## src/rtl/ps2_keymatrix_if.sv

```systemverilog
// ps2_keymatrix_if - host-side bundle of the PS/2 key matrix front end.
// Carries the clock enable, raw PS/2 pins, the row/column matrix bus, the
// map-table write port and the event/hotkey outputs. The event word is
// named evt because "event" is a reserved word.
interface ps2_keymatrix_if #(
  parameter int ROWS = 8,
  parameter int COLS = 8
);
  localparam int RB = (ROWS > 1) ? $clog2(ROWS) : 1;
  localparam int CB = (COLS > 1) ? $clog2(COLS) : 1;
  localparam int MW = 1 + RB + CB;

  logic            ce;
  logic [1:0]      ps2;
  logic [ROWS-1:0] a;
  logic [COLS-1:0] q;
  logic            mapWe;
  logic [8:0]      mapAddr;
  logic [MW-1:0]   mapData;
  logic            strobe;
  logic [9:0]      evt;
  logic            error;
  logic            nmi;
  logic            boot;
  logic            hostReset;

  modport master (
    output ce, ps2, a, mapWe, mapAddr, mapData,
    input  q, strobe, evt, error, nmi, boot, hostReset
  );

  modport slave (
    input  ce, ps2, a, mapWe, mapAddr, mapData,
    output q, strobe, evt, error, nmi, boot, hostReset
  );
endinterface

```

## src/rtl/ps2_keymatrix.sv

```systemverilog
// ps2_keymatrix - PS/2 keyboard to ROWS x COLS key matrix converter.
// Filters the PS/2 clock, receives 11-bit frames, strips E0/F0/E1 prefixes,
// maps {ext, code} through a run-time loadable table and holds the matrix.
// Optional build macro ERR_CLEAR_EN: any receive error also clears the
// matrix and hotkeys and returns the prefix FSM to IDLE.
//
// state  | meaning
// S_IDLE | waiting for a prefix or key code
// S_EXT  | E0 seen, next code is extended
// S_REL  | F0 seen, next code is a release (ext flag kept)
// S_SKIP | E1 seen, discarding the following 7 bytes
module ps2_keymatrix #(
  parameter int         ROWS    = 8,
  parameter int         COLS    = 8,
  parameter int         TIMEOUT = 4096,
  parameter logic [7:0] NMI     = 8'h03,
  parameter logic [7:0] BOOT    = 8'h78,
  parameter logic [7:0] RESET   = 8'h07
) (
  input logic             clock,
  input logic             reset,
  ps2_keymatrix_if.slave  bus
);
  localparam int RB = (ROWS > 1) ? $clog2(ROWS) : 1;
  localparam int CB = (COLS > 1) ? $clog2(COLS) : 1;
  localparam int MW = 1 + RB + CB;
  localparam int TW = $clog2(TIMEOUT + 1);
`ifdef ERR_CLEAR_EN
  localparam bit ERR_CLEAR = 1'b1;
`else
  localparam bit ERR_CLEAR = 1'b0;
`endif

  typedef enum logic [1:0] {S_IDLE, S_EXT, S_REL, S_SKIP} state_t;

  logic [7:0]  filt_sr_q, filt_sr_d;
  logic        filt_clk_q, filt_clk_d;
  logic        fall_q, fall_d;
  logic        data_q, data_d;
  logic [3:0]  bit_cnt_q, bit_cnt_d;
  logic [7:0]  rx_sr_q, rx_sr_d;
  logic        par_q, par_d;
  logic [TW-1:0] to_cnt_q, to_cnt_d;
  logic        rx_stb_q, rx_stb_d;
  logic        rx_err_q, rx_err_d;
  logic [ROWS-1:0][COLS-1:0] key_q, key_d;
  logic        nmi_q, nmi_d, boot_q, boot_d, rst_key_q, rst_key_d;

  state_t      state_q;
  logic        ext_q;
  logic [2:0]  skip_q;
  logic        strobe_q;
  logic [9:0]  evt_q;
  logic [MW-1:0] map_rd_q;
  logic [MW-1:0] map_mem [512];

  logic [RB-1:0] map_row;
  logic [CB-1:0] map_col;
  logic [COLS-1:0] q_c;

  assign map_row = map_rd_q[CB +: RB];
  assign map_col = map_rd_q[CB-1:0];

  // Glitch filter on the PS/2 clock and registering of the data line.
  always_comb begin
    filt_sr_d  = filt_sr_q;
    filt_clk_d = filt_clk_q;
    fall_d     = fall_q;
    data_d     = data_q;
    if (bus.ce) begin
      filt_sr_d = {filt_sr_q[6:0], bus.ps2[0]};
      data_d    = bus.ps2[1];
      if (&filt_sr_d)       filt_clk_d = 1'b1;
      else if (~|filt_sr_d) filt_clk_d = 1'b0;
      fall_d = filt_clk_q & ~filt_clk_d;
    end
  end

  // Frame receiver with inter-edge timeout; the parity bit is checked
  // together with the stop bit.
  always_comb begin
    bit_cnt_d = bit_cnt_q;
    rx_sr_d   = rx_sr_q;
    par_d     = par_q;
    to_cnt_d  = to_cnt_q;
    rx_stb_d  = rx_stb_q;
    rx_err_d  = rx_err_q;
    if (bus.ce) begin
      rx_stb_d = 1'b0;
      rx_err_d = 1'b0;
      if (fall_q) begin
        to_cnt_d = TW'(TIMEOUT);
        if (bit_cnt_q == 4'd0) begin
          if (!data_q) bit_cnt_d = 4'd1;
        end else if (bit_cnt_q <= 4'd8) begin
          rx_sr_d   = {data_q, rx_sr_q[7:1]};
          bit_cnt_d = bit_cnt_q + 4'd1;
        end else if (bit_cnt_q == 4'd9) begin
          par_d     = data_q;
          bit_cnt_d = 4'd10;
        end else begin
          bit_cnt_d = 4'd0;
          if (data_q && (^{rx_sr_q, par_q})) rx_stb_d = 1'b1;
          else                               rx_err_d = 1'b1;
        end
      end else if (bit_cnt_q != 4'd0) begin
        if (to_cnt_q <= TW'(1)) begin
          bit_cnt_d = 4'd0;
          rx_err_d  = 1'b1;
        end else begin
          to_cnt_d = to_cnt_q - TW'(1);
        end
      end else begin
        to_cnt_d = TW'(TIMEOUT);
      end
    end
  end

  // Matrix and hotkey update, one ce after the table read.
  always_comb begin
    key_d     = key_q;
    nmi_d     = nmi_q;
    boot_d    = boot_q;
    rst_key_d = rst_key_q;
    if (bus.ce) begin
      if (ERR_CLEAR && rx_err_q) begin
        key_d     = '0;
        nmi_d     = 1'b1;
        boot_d    = 1'b1;
        rst_key_d = 1'b1;
      end else if (strobe_q) begin
        if (map_rd_q[MW-1] && (int'(map_row) < ROWS) && (int'(map_col) < COLS))
          key_d[map_row][map_col] = ~evt_q[9];
        if (!evt_q[8]) begin
          if (evt_q[7:0] == NMI)   nmi_d     = evt_q[9];
          if (evt_q[7:0] == BOOT)  boot_d    = evt_q[9];
          if (evt_q[7:0] == RESET) rst_key_d = evt_q[9];
        end
      end
    end
  end

  // Register stage for filter, receiver, matrix and hotkeys.
  always_ff @(posedge clock) begin
    if (reset) begin
      filt_sr_q  <= 8'hFF;
      filt_clk_q <= 1'b1;
      fall_q     <= 1'b0;
      data_q     <= 1'b1;
      bit_cnt_q  <= 4'd0;
      rx_sr_q    <= 8'h00;
      par_q      <= 1'b0;
      to_cnt_q   <= TW'(TIMEOUT);
      rx_stb_q   <= 1'b0;
      rx_err_q   <= 1'b0;
      key_q      <= '0;
      nmi_q      <= 1'b1;
      boot_q     <= 1'b1;
      rst_key_q  <= 1'b1;
    end else begin
      filt_sr_q  <= filt_sr_d;
      filt_clk_q <= filt_clk_d;
      fall_q     <= fall_d;
      data_q     <= data_d;
      bit_cnt_q  <= bit_cnt_d;
      rx_sr_q    <= rx_sr_d;
      par_q      <= par_d;
      to_cnt_q   <= to_cnt_d;
      rx_stb_q   <= rx_stb_d;
      rx_err_q   <= rx_err_d;
      key_q      <= key_d;
      nmi_q      <= nmi_d;
      boot_q     <= boot_d;
      rst_key_q  <= rst_key_d;
    end
  end

  // Prefix FSM; issues the table read and the event strobe for key codes.
  always_ff @(posedge clock) begin
    if (reset) begin
      state_q  <= S_IDLE;
      ext_q    <= 1'b0;
      skip_q   <= 3'd0;
      strobe_q <= 1'b0;
      evt_q    <= 10'd0;
      map_rd_q <= '0;
    end else if (bus.ce) begin
      strobe_q <= 1'b0;
      if (ERR_CLEAR && rx_err_q) begin
        state_q <= S_IDLE;
        ext_q   <= 1'b0;
        skip_q  <= 3'd0;
      end else if (rx_stb_q) begin
        if (state_q == S_SKIP) begin
          skip_q <= skip_q - 3'd1;
          if (skip_q == 3'd1) state_q <= S_IDLE;
        end else if (rx_sr_q == 8'hE1) begin
          state_q <= S_SKIP;
          skip_q  <= 3'd7;
          ext_q   <= 1'b0;
        end else if (rx_sr_q == 8'hE0) begin
          ext_q <= 1'b1;
          if (state_q == S_IDLE) state_q <= S_EXT;
        end else if (rx_sr_q == 8'hF0) begin
          state_q <= S_REL;
        end else begin
          map_rd_q <= map_mem[{ext_q, rx_sr_q}];
          evt_q    <= {state_q == S_REL, ext_q, rx_sr_q};
          strobe_q <= 1'b1;
          state_q  <= S_IDLE;
          ext_q    <= 1'b0;
        end
      end
    end
  end

  // Map table write port; not gated by ce and never cleared by reset.
  always_ff @(posedge clock) begin
    if (bus.mapWe) map_mem[bus.mapAddr] <= bus.mapData;
  end

  // Column sense: OR of all selected rows.
  always_comb begin
    q_c = '0;
    for (int r = 0; r < ROWS; r++)
      if (bus.a[r]) q_c = q_c | key_q[r];
  end

  assign bus.q         = q_c;
  assign bus.strobe    = strobe_q;
  assign bus.evt       = evt_q;
  assign bus.error     = rx_err_q;
  assign bus.nmi       = nmi_q;
  assign bus.boot      = boot_q;
  assign bus.hostReset = rst_key_q;
endmodule

```

## src/flat_wrapper.sv

```systemverilog
// flat-port wrapper written by rule: the top's interface ports become plain ports
module ps2_keymatrix_flat 
#(
  parameter int         ROWS    = 8,
  parameter int         COLS    = 8,
  parameter int         TIMEOUT = 4096,
  parameter logic [7:0] NMI     = 8'h03,
  parameter logic [7:0] BOOT    = 8'h78,
  parameter logic [7:0] RESET   = 8'h07
)
  (clock, reset, bus_ce, bus_ps2, bus_a, bus_mapWe, bus_mapAddr, bus_mapData, bus_q, bus_strobe, bus_evt, bus_error, bus_nmi, bus_boot, bus_hostReset);
  ps2_keymatrix_if #(.ROWS(ROWS), .COLS(COLS)) bus_i ();
  input logic clock;
  input logic reset;
  input wire logic [$bits(bus_i.ce)-1:0] bus_ce;
  input wire logic [$bits(bus_i.ps2)-1:0] bus_ps2;
  input wire logic [$bits(bus_i.a)-1:0] bus_a;
  input wire logic [$bits(bus_i.mapWe)-1:0] bus_mapWe;
  input wire logic [$bits(bus_i.mapAddr)-1:0] bus_mapAddr;
  input wire logic [$bits(bus_i.mapData)-1:0] bus_mapData;
  output wire logic [$bits(bus_i.q)-1:0] bus_q;
  output wire logic [$bits(bus_i.strobe)-1:0] bus_strobe;
  output wire logic [$bits(bus_i.evt)-1:0] bus_evt;
  output wire logic [$bits(bus_i.error)-1:0] bus_error;
  output wire logic [$bits(bus_i.nmi)-1:0] bus_nmi;
  output wire logic [$bits(bus_i.boot)-1:0] bus_boot;
  output wire logic [$bits(bus_i.hostReset)-1:0] bus_hostReset;
  assign bus_i.ce = bus_ce;
  assign bus_i.ps2 = bus_ps2;
  assign bus_i.a = bus_a;
  assign bus_i.mapWe = bus_mapWe;
  assign bus_i.mapAddr = bus_mapAddr;
  assign bus_i.mapData = bus_mapData;
  assign bus_q = bus_i.q;
  assign bus_strobe = bus_i.strobe;
  assign bus_evt = bus_i.evt;
  assign bus_error = bus_i.error;
  assign bus_nmi = bus_i.nmi;
  assign bus_boot = bus_i.boot;
  assign bus_hostReset = bus_i.hostReset;
  ps2_keymatrix #(.ROWS(ROWS), .COLS(COLS), .TIMEOUT(TIMEOUT), .NMI(NMI), .BOOT(BOOT), .RESET(RESET)) u_core (.clock(clock), .reset(reset), .bus(bus_i));
endmodule
```

## config.mk

```make
export PLATFORM = sky130hd
export DESIGN_NAME = ps2_keymatrix_flat
export DESIGN_NICKNAME = d
export VERILOG_FILES = /design/src/rtl/ps2_keymatrix_if.sv /design/src/rtl/ps2_keymatrix.sv /design/src/flat_wrapper.sv
export SDC_FILE = /design/constraint.sdc
export NUM_CORES = 2
export LEC_CHECK = 0
export BUFFER_PORTS_ARGS = -buffer_cell sky130_fd_sc_hd__clkbuf_2
export CORE_UTILIZATION = 25
export DETAILED_ROUTE_END_ITERATION = 8
export HOLD_SLACK_MARGIN = 0.08
export PLACE_DENSITY_LB_ADDON = 0.1
export SLEW_MARGIN = 20
export SYNTH_ARGS = -nofsm -noshare
export SYNTH_HDL_FRONTEND = slang
export SYNTH_SLANG_ARGS = --single-unit
```

## constraint.sdc

```tcl
create_clock -name clock -period 4.1 [get_ports clock]
set_input_delay 0.41 -clock clock [delete_from_list [all_inputs] [get_ports clock]]
set_output_delay 0.41 -clock clock [all_outputs]
set_load 0.005 [all_outputs]
```

# After elaboration in Yosys (flattened, before gate mapping)

Memory sizes are Yosys's and may differ from the RTL's. A register that Yosys moved wholly into a read port is not among the register bits.
Index checks and enable logic that the tools add are counted.

Flip-flop bits (word level): 122
Bits in writable memories: 3,584
Input bits: 30
Output and inout port bits: 23
Logic and storage cells: 148
Memories kept: 1

Memory list:

| name           | depth | width | rd ports | clocked after Yosys merged registers in | wr ports | RTL line            | source |
|---|---|---|---|---|---|---|---|
| u_core.map_mem | 512   | 7     | 1        | 1                                       | 1        | ps2_keymatrix.sv:55 | `logic [MW-1:0] map_mem [512];` |

$add $sub $neg: 3
$lt $le $gt $ge: 6
Eq/ne operators: 15
Multiplexer cells: 56
Bitwise logic cells: 17
Reductions and logical operators: 24

Operators by type and width:

| operator                | count |
|---|---|
| $mux W8                 | 9 |
| $bwmux W64              | 1 |
| $or A8 B8 Y8            | 7 |
| $mux W13                | 3 |
| $mux W4                 | 7 |
| $reduce_and A4 Y1       | 7 |
| $mux W1                 | 26 |
| $demux W8 S3            | 1 |
| $eq A8 B8 Y1 const B    | 3 |
| $le A13 B1 Y1 const B   | 1 |
| $sub A13 B1 Y13 const B | 1 |
| $mux W2                 | 6 |
| $not A1 Y1              | 9 |
| $reduce_xor A9 Y1       | 1 |
| $eq A8 B2 Y1 const B    | 1 |
| $eq A8 B3 Y1 const B    | 1 |
| $eq A8 B7 Y1 const B    | 1 |
| $lt A3 B4 Y1 const B    | 2 |
| $reduce_and A8 Y1       | 1 |
| $reduce_or A8 Y1        | 1 |
| $ge A3 B1 Y1 const B    | 2 |
| $mux W3                 | 2 |
| $reduce_and A3 Y1       | 2 |
| $reduce_and A6 Y1       | 1 |
| 20 further kinds        | 25 |

# Depth between registers and ports, before layout

Depth in word-level cells: 15
Gate-level depth with buffers: 15
Depth with buffers taken out: 10

# Worst setup path before layout

No wires, ideal clock.

Path kind: reg-to-reg
From: register u_core.rx_sr_q[0]
To: register u_core.map_rd_q[1], read port of u_core.map_mem
Library setup time: 133 ps
Arrival time: 2,747 ps
Data required time: 3,967 ps
Path slack: 1,220 ps
Cell stages (with the launch flop): 11
Buffers on the path: 4
Clock period less this slack: 2,880 ps
Cells stage by stage: dfxtp_1 buf_6 buf_6 buf_6 buf_2 mux4_2 mux4_2 a32oi_1 nand2_1 a2111oi_0 nor4_1

Word-level cells in the longest chain between the ends: 3
Elaborated cells on any way between the ends: 7
Classes of those cells: 3 x eq/ne; 3 x bitwise; 1 x reduce/logical

Ends and longest elaborated chain:

| what                                   | RTL line                                                         | source |
|---|---|---|
| start, declared                        | ps2_keymatrix.sv:41                                              | `logic [7:0] rx_sr_q, rx_sr_d;` |
| start signal, assigned                 | ps2_keymatrix.sv:166                                             | `rx_sr_q <= rx_sr_d;` |
| $eq A8 B8 Y1, on equally long branches | ps2_keymatrix.sv:197, ps2_keymatrix.sv:201, ps2_keymatrix.sv:204 |  |
| $not A1 Y1 (no line)                   | -                                                                |  |
| $reduce_and A6 Y1 (no line)            | -                                                                |  |
| end, declared                          | ps2_keymatrix.sv:54                                              | `logic [MW-1:0] map_rd_q;` |

Parallel ways exist; a longest one is shown, timed or not.
A chain may end at the register's enable or synchronous reset.

# Worst setup path after layout

From: register u_core.rx_sr_q[1]
To: register u_core.map_rd_q[0], read port of u_core.map_mem

Same word-level chain as after synthesis.

==> impl_metrics.py <==
metrics = {
    "worst_setup_path": {
        "critical_path_peak_fanout": 28,
        "start_to_end_type_of_the_worst_setup_path": "reg -> reg",
        "critical_path_buf_inv_count": 5,
        "start_kind": "flip-flop",
        "crit_chain": "buf_12 -> buf_12 -> buf_4 -> mux4_2 -> nand2_1 -> a21oi_1 -> or4_1 -> a221oi_4 -> buf_4 -> a211oi_1 -> a31oi_2 -> buf_4 -> nor4_1",
        "cp_common_cell": "buf_4",
        "worst-endpoint-required_ns": 4.95,
        "end_kind": "flip-flop",
        "slowest_delay_ns": 0.61,
        "path_delay_family": "buffers and inverters",
        "worst_ep_arrival_time_ns": 4.86,
        "worstRegToRegCells": 13,
        "critical_path.slowest_cell": "or4_1",
        "crit_cells": 13,
    },
    "global_routing": {
        "grt_use_met3": 0.02258,
        "globalRouteOverflowTotal": 0,
        "via_count_of_the_first_global_routing_pass": 78066,
        "grt_max_degree": 113,
        "global_route.usage.met2": 0.2829,
        "global_route_wire_length_before_repair_mm": 686.3,
        "met1_usage": 0.2342,
        "grt_busiest_layer": "met2",
        "grt_antenna_before_repair": 42,
        "gr-usage-all-layers": 0.1685,
    },
    "sta": {
        "hold_ws_ns": 0.3374,
        "timing.fmax_mhz": 249.3,
        "final_slew_violations": 0,
        "relSlewSlack": 0.2194,
        "period_minus_slack_ns": 4.011,
        "clock-skew-final_ns": 0.07615,
        "timing_worst_slew_pin_value_ns": 1.166,
        "report.final.hold_viol_count": 0,
        "period_share": 0.9783,
        "grt_setup_unrepaired": "false",
        "final_setup_violating_endpoints": 0,
    },
    "place": {
        "gp_congestion": 0.7732,
        "dp.final_hpwl_mm": 322.7,
        "place.port_buffers": 52,
        "placedCellCount": 15239,
    },
    "min_path": {
        "worstHoldPathType": "in -> reg",
        "worstHoldPathCells": 4,
    },
    "synthesis": {
        "async_reset_ff_frac": 0,
        "yosys_register_bits": 3713,
        "synthFlopType": "edfxtp_1",
        "synth_cells": 7167,
        "ys_seq_area_frac": 0.7584,
        "synth_area_per_cell_sq_um": 20.28,
        "cell_type_contributing_the_most_total_cell_area_after_synthesis": "edfxtp_1",
        "synthesis.yosys.warnings": 0,
        "netlist_area_sq_um": 145300,
        "synthDominantCellAreaShare": 0.7406,
        "mappedNetlistNets": 7204,
        "synth_enable_flop_cells": 3584,
        "synth.distinct_cells": 68,
        "post_synth_main_area_contributors": "edfxtp_1, mux4_2, mux2i_1",
    },
    "finish": {
        "area_growth_pct": 20.10,
        "num-nets-final": 8008,
        "fillers": 56386,
        "area.sequential_sq_um": 110200,
        "multiInputGateArea_sq_um": 33020,
        "layoutNonFillerInstCount": 16064,
        "final_layout_size_suffix_gt1_frac": 0.2928,
    },
    "clock_tree": {
        "ctsHtreeMaxLevel": 5,
        "clockRootBuffer": "clkbuf_16",
        "clk_transition_reported_paths_ns": 0.06,
        "cts_tree": "yes",
        "cts_made_buffers": 427,
        "worst_skew_pair.late_latency_ns": 1.02,
        "buffer_depth_of_the_longest_clock_path": 4,
        "cts_num_sinks": 3713,
    },
    "floorplanning": {
        "initial_utilization": 0.2514,
        "core-area_sq_um": 578100,
        "die_width_um": 764.4,
        "std_cell_rows": 279,
        "die-area_sq_um": 584300,
        "ios": 53,
        "vertical_die_dimension_um": 764.4,
    },
    "drt": {
        "drt_pre_antenna_iters": 5,
        "drt_drc_violations_left": 0,
        "drt.antenna.violating_nets": 0,
        "avgViaCountPerCell": 4.637,
        "wl_per_cell_um": 31.30,
        "detailroute.via_count": 74492,
        "routed_wirelength_mm": 502.8,
        "first_iter_violations": 6648,
    },
    "power": {
        "powerDensity_nw_per_um2": 463.5,
        "power.ir.vdd_worst_v": 0.0003564,
        "power_leakage_nw": 53.06,
    },
    "run_status": {
        "outcome": "finished clean",
    },
    "flow_run": {
        "max_cap_viol_count": 0,
    },
}
logic make-up (layout without fill, tap and decap cells):
group	Yosys count	in the layout	synth area share
buffers and inverters	475	1639	0.01726
adder cells (fa/ha/maj)	7	7	0.0006027
other	0	6	0
AO/OA/AOI/OAI	605	605	0.02725
flip-flops	3713	3713	0.7584
multiplexers	1215	1215	0.1614
XOR/XNOR	17	17	0.001025
AND/OR/NAND/NOR	1135	1135	0.03405
sequential cells by signal (all words and copies together) (netlist names), 2 cells and up:
| signal | cells |
|---|---|
| u_core.bit_cnt_q | 4 |
| u_core.bus.evt | 10 |
| u_core.filt_sr_q | 7 |
| u_core.key_q | 64 |
| u_core.map_mem | 3584 |
| u_core.map_rd_q | 7 |
| u_core.rx_sr_q | 8 |
| u_core.skip_q | 3 |
| u_core.state_q | 2 |
| u_core.to_cnt_q | 13 |
worst min-delay path: cells and delay by family:
family	cells	cell delay [ns]
AO/OA/AOI/OAI	1	0.05
buffers and inverters	2	0.72
AND/OR/NAND/NOR	1	0.12
final timing paths:
kind                     start  slack [ns]            endpoint
max reg2reg  u_core.rx_sr_q[1]        0.09  u_core.map_rd_q[0]
min reg2reg   u_core.key_q[59]        0.47    u_core.key_q[59]
max          u_core.rx_sr_q[1]        0.09  u_core.map_rd_q[0]
min                     bus_ce        0.34     u_core.rx_stb_q
cell usage after synthesis (all sizes together), types with 8 or more instances:
library cell  instances
a211o                13
a211oi               49
a21oi               159
a221oi                9
a22o                  9
a22oi               122
a311oi               10
a31oi                17
and2                 15
and3                  8
buf                 254
clkbuf              208
dfxtp               129
edfxtp             3584
inv                  13
mux2                 25
mux2i               290
mux4                900
nand2               204
nand2b               19
nand3                54
nand4                20
nor2                634
nor2b                38
nor3                 30
nor4                 17
o2111ai               9
o211ai               15
o21ai                95
o221ai               12
o22ai                47
or3                  63
or4                   9
xnor2                13
per-stage QoR:
step / utilization / TNS (ns) / total power [mW] / instance area, sq um / setup WS [ns]
floorplan: - / 0 / 42.60 / 145300 / 1.220
global placement: 0.2771 / -3.211 / 43.60 / 160200 / -0.9921
detailed placement: 0.2771 / -2.475 / 43.65 / 160200 / -0.8734
CTS: 0.3016 / 0 / 81.94 / 174300 / 0.005280
global route: 0.3019 / 0 / 83.20 / 174500 / 0.007576
finish: 0.3019 / 0 / 80.89 / 174500 / 0.08913
cell usage in the layout (no fill, tap or decap), drive strengths merged, types with 95 or more instances in the layout:
cell,count
a21oi,159
a22oi,122
buf,775
clkbuf,570
clkinv,198
dfxtp,129
edfxtp,3584
mux2i,290
mux4,900
nand2,204
nor2,634
o21ai,95
cell type report:
type,instances,share of cell area
antenna,6,0.00008604
clock buffer,524,0.06450
clock inverter,265,0.01486
inverter,13,0.0003441
multi-input combinational,2979,0.1892
sequential,3713,0.6317
tap,7727,0.05540
timing repair buffer,837,0.04392
power breakdown:
group	switching, mW	total (mW)	internal, mW
clock network	16.1	38.1	21.9
logic	0.997	1.18	0.186
registers	0.0215	41.6	41.6
total	17.2	80.9	63.7
timing repair:
action	in CTS	in global routing
pin swaps	2	1
setup endpoints to repair	7	6
hold buffers	16	0
endpoints found under the hold margin	464	0
gates resized for setup	18	11
buffers inserted	7	5
cloned	0	2
per-layer routing:
| metal | wire [um] | vias to the layer above | share of wire |
|---|---|---|---|
| li1 | - | 31213 | - |
| met1 | 228400 | 40991 | 0.45 |
| met2 | 243900 | 1718 | 0.48 |
| met3 | 20170 | 562 | 0.040 |
| met4 | 10380 | 8 | 0.021 |
| met5 | 60 | - | 0.00012 |
No activity file was read; power rests on OpenSTA's default activity.
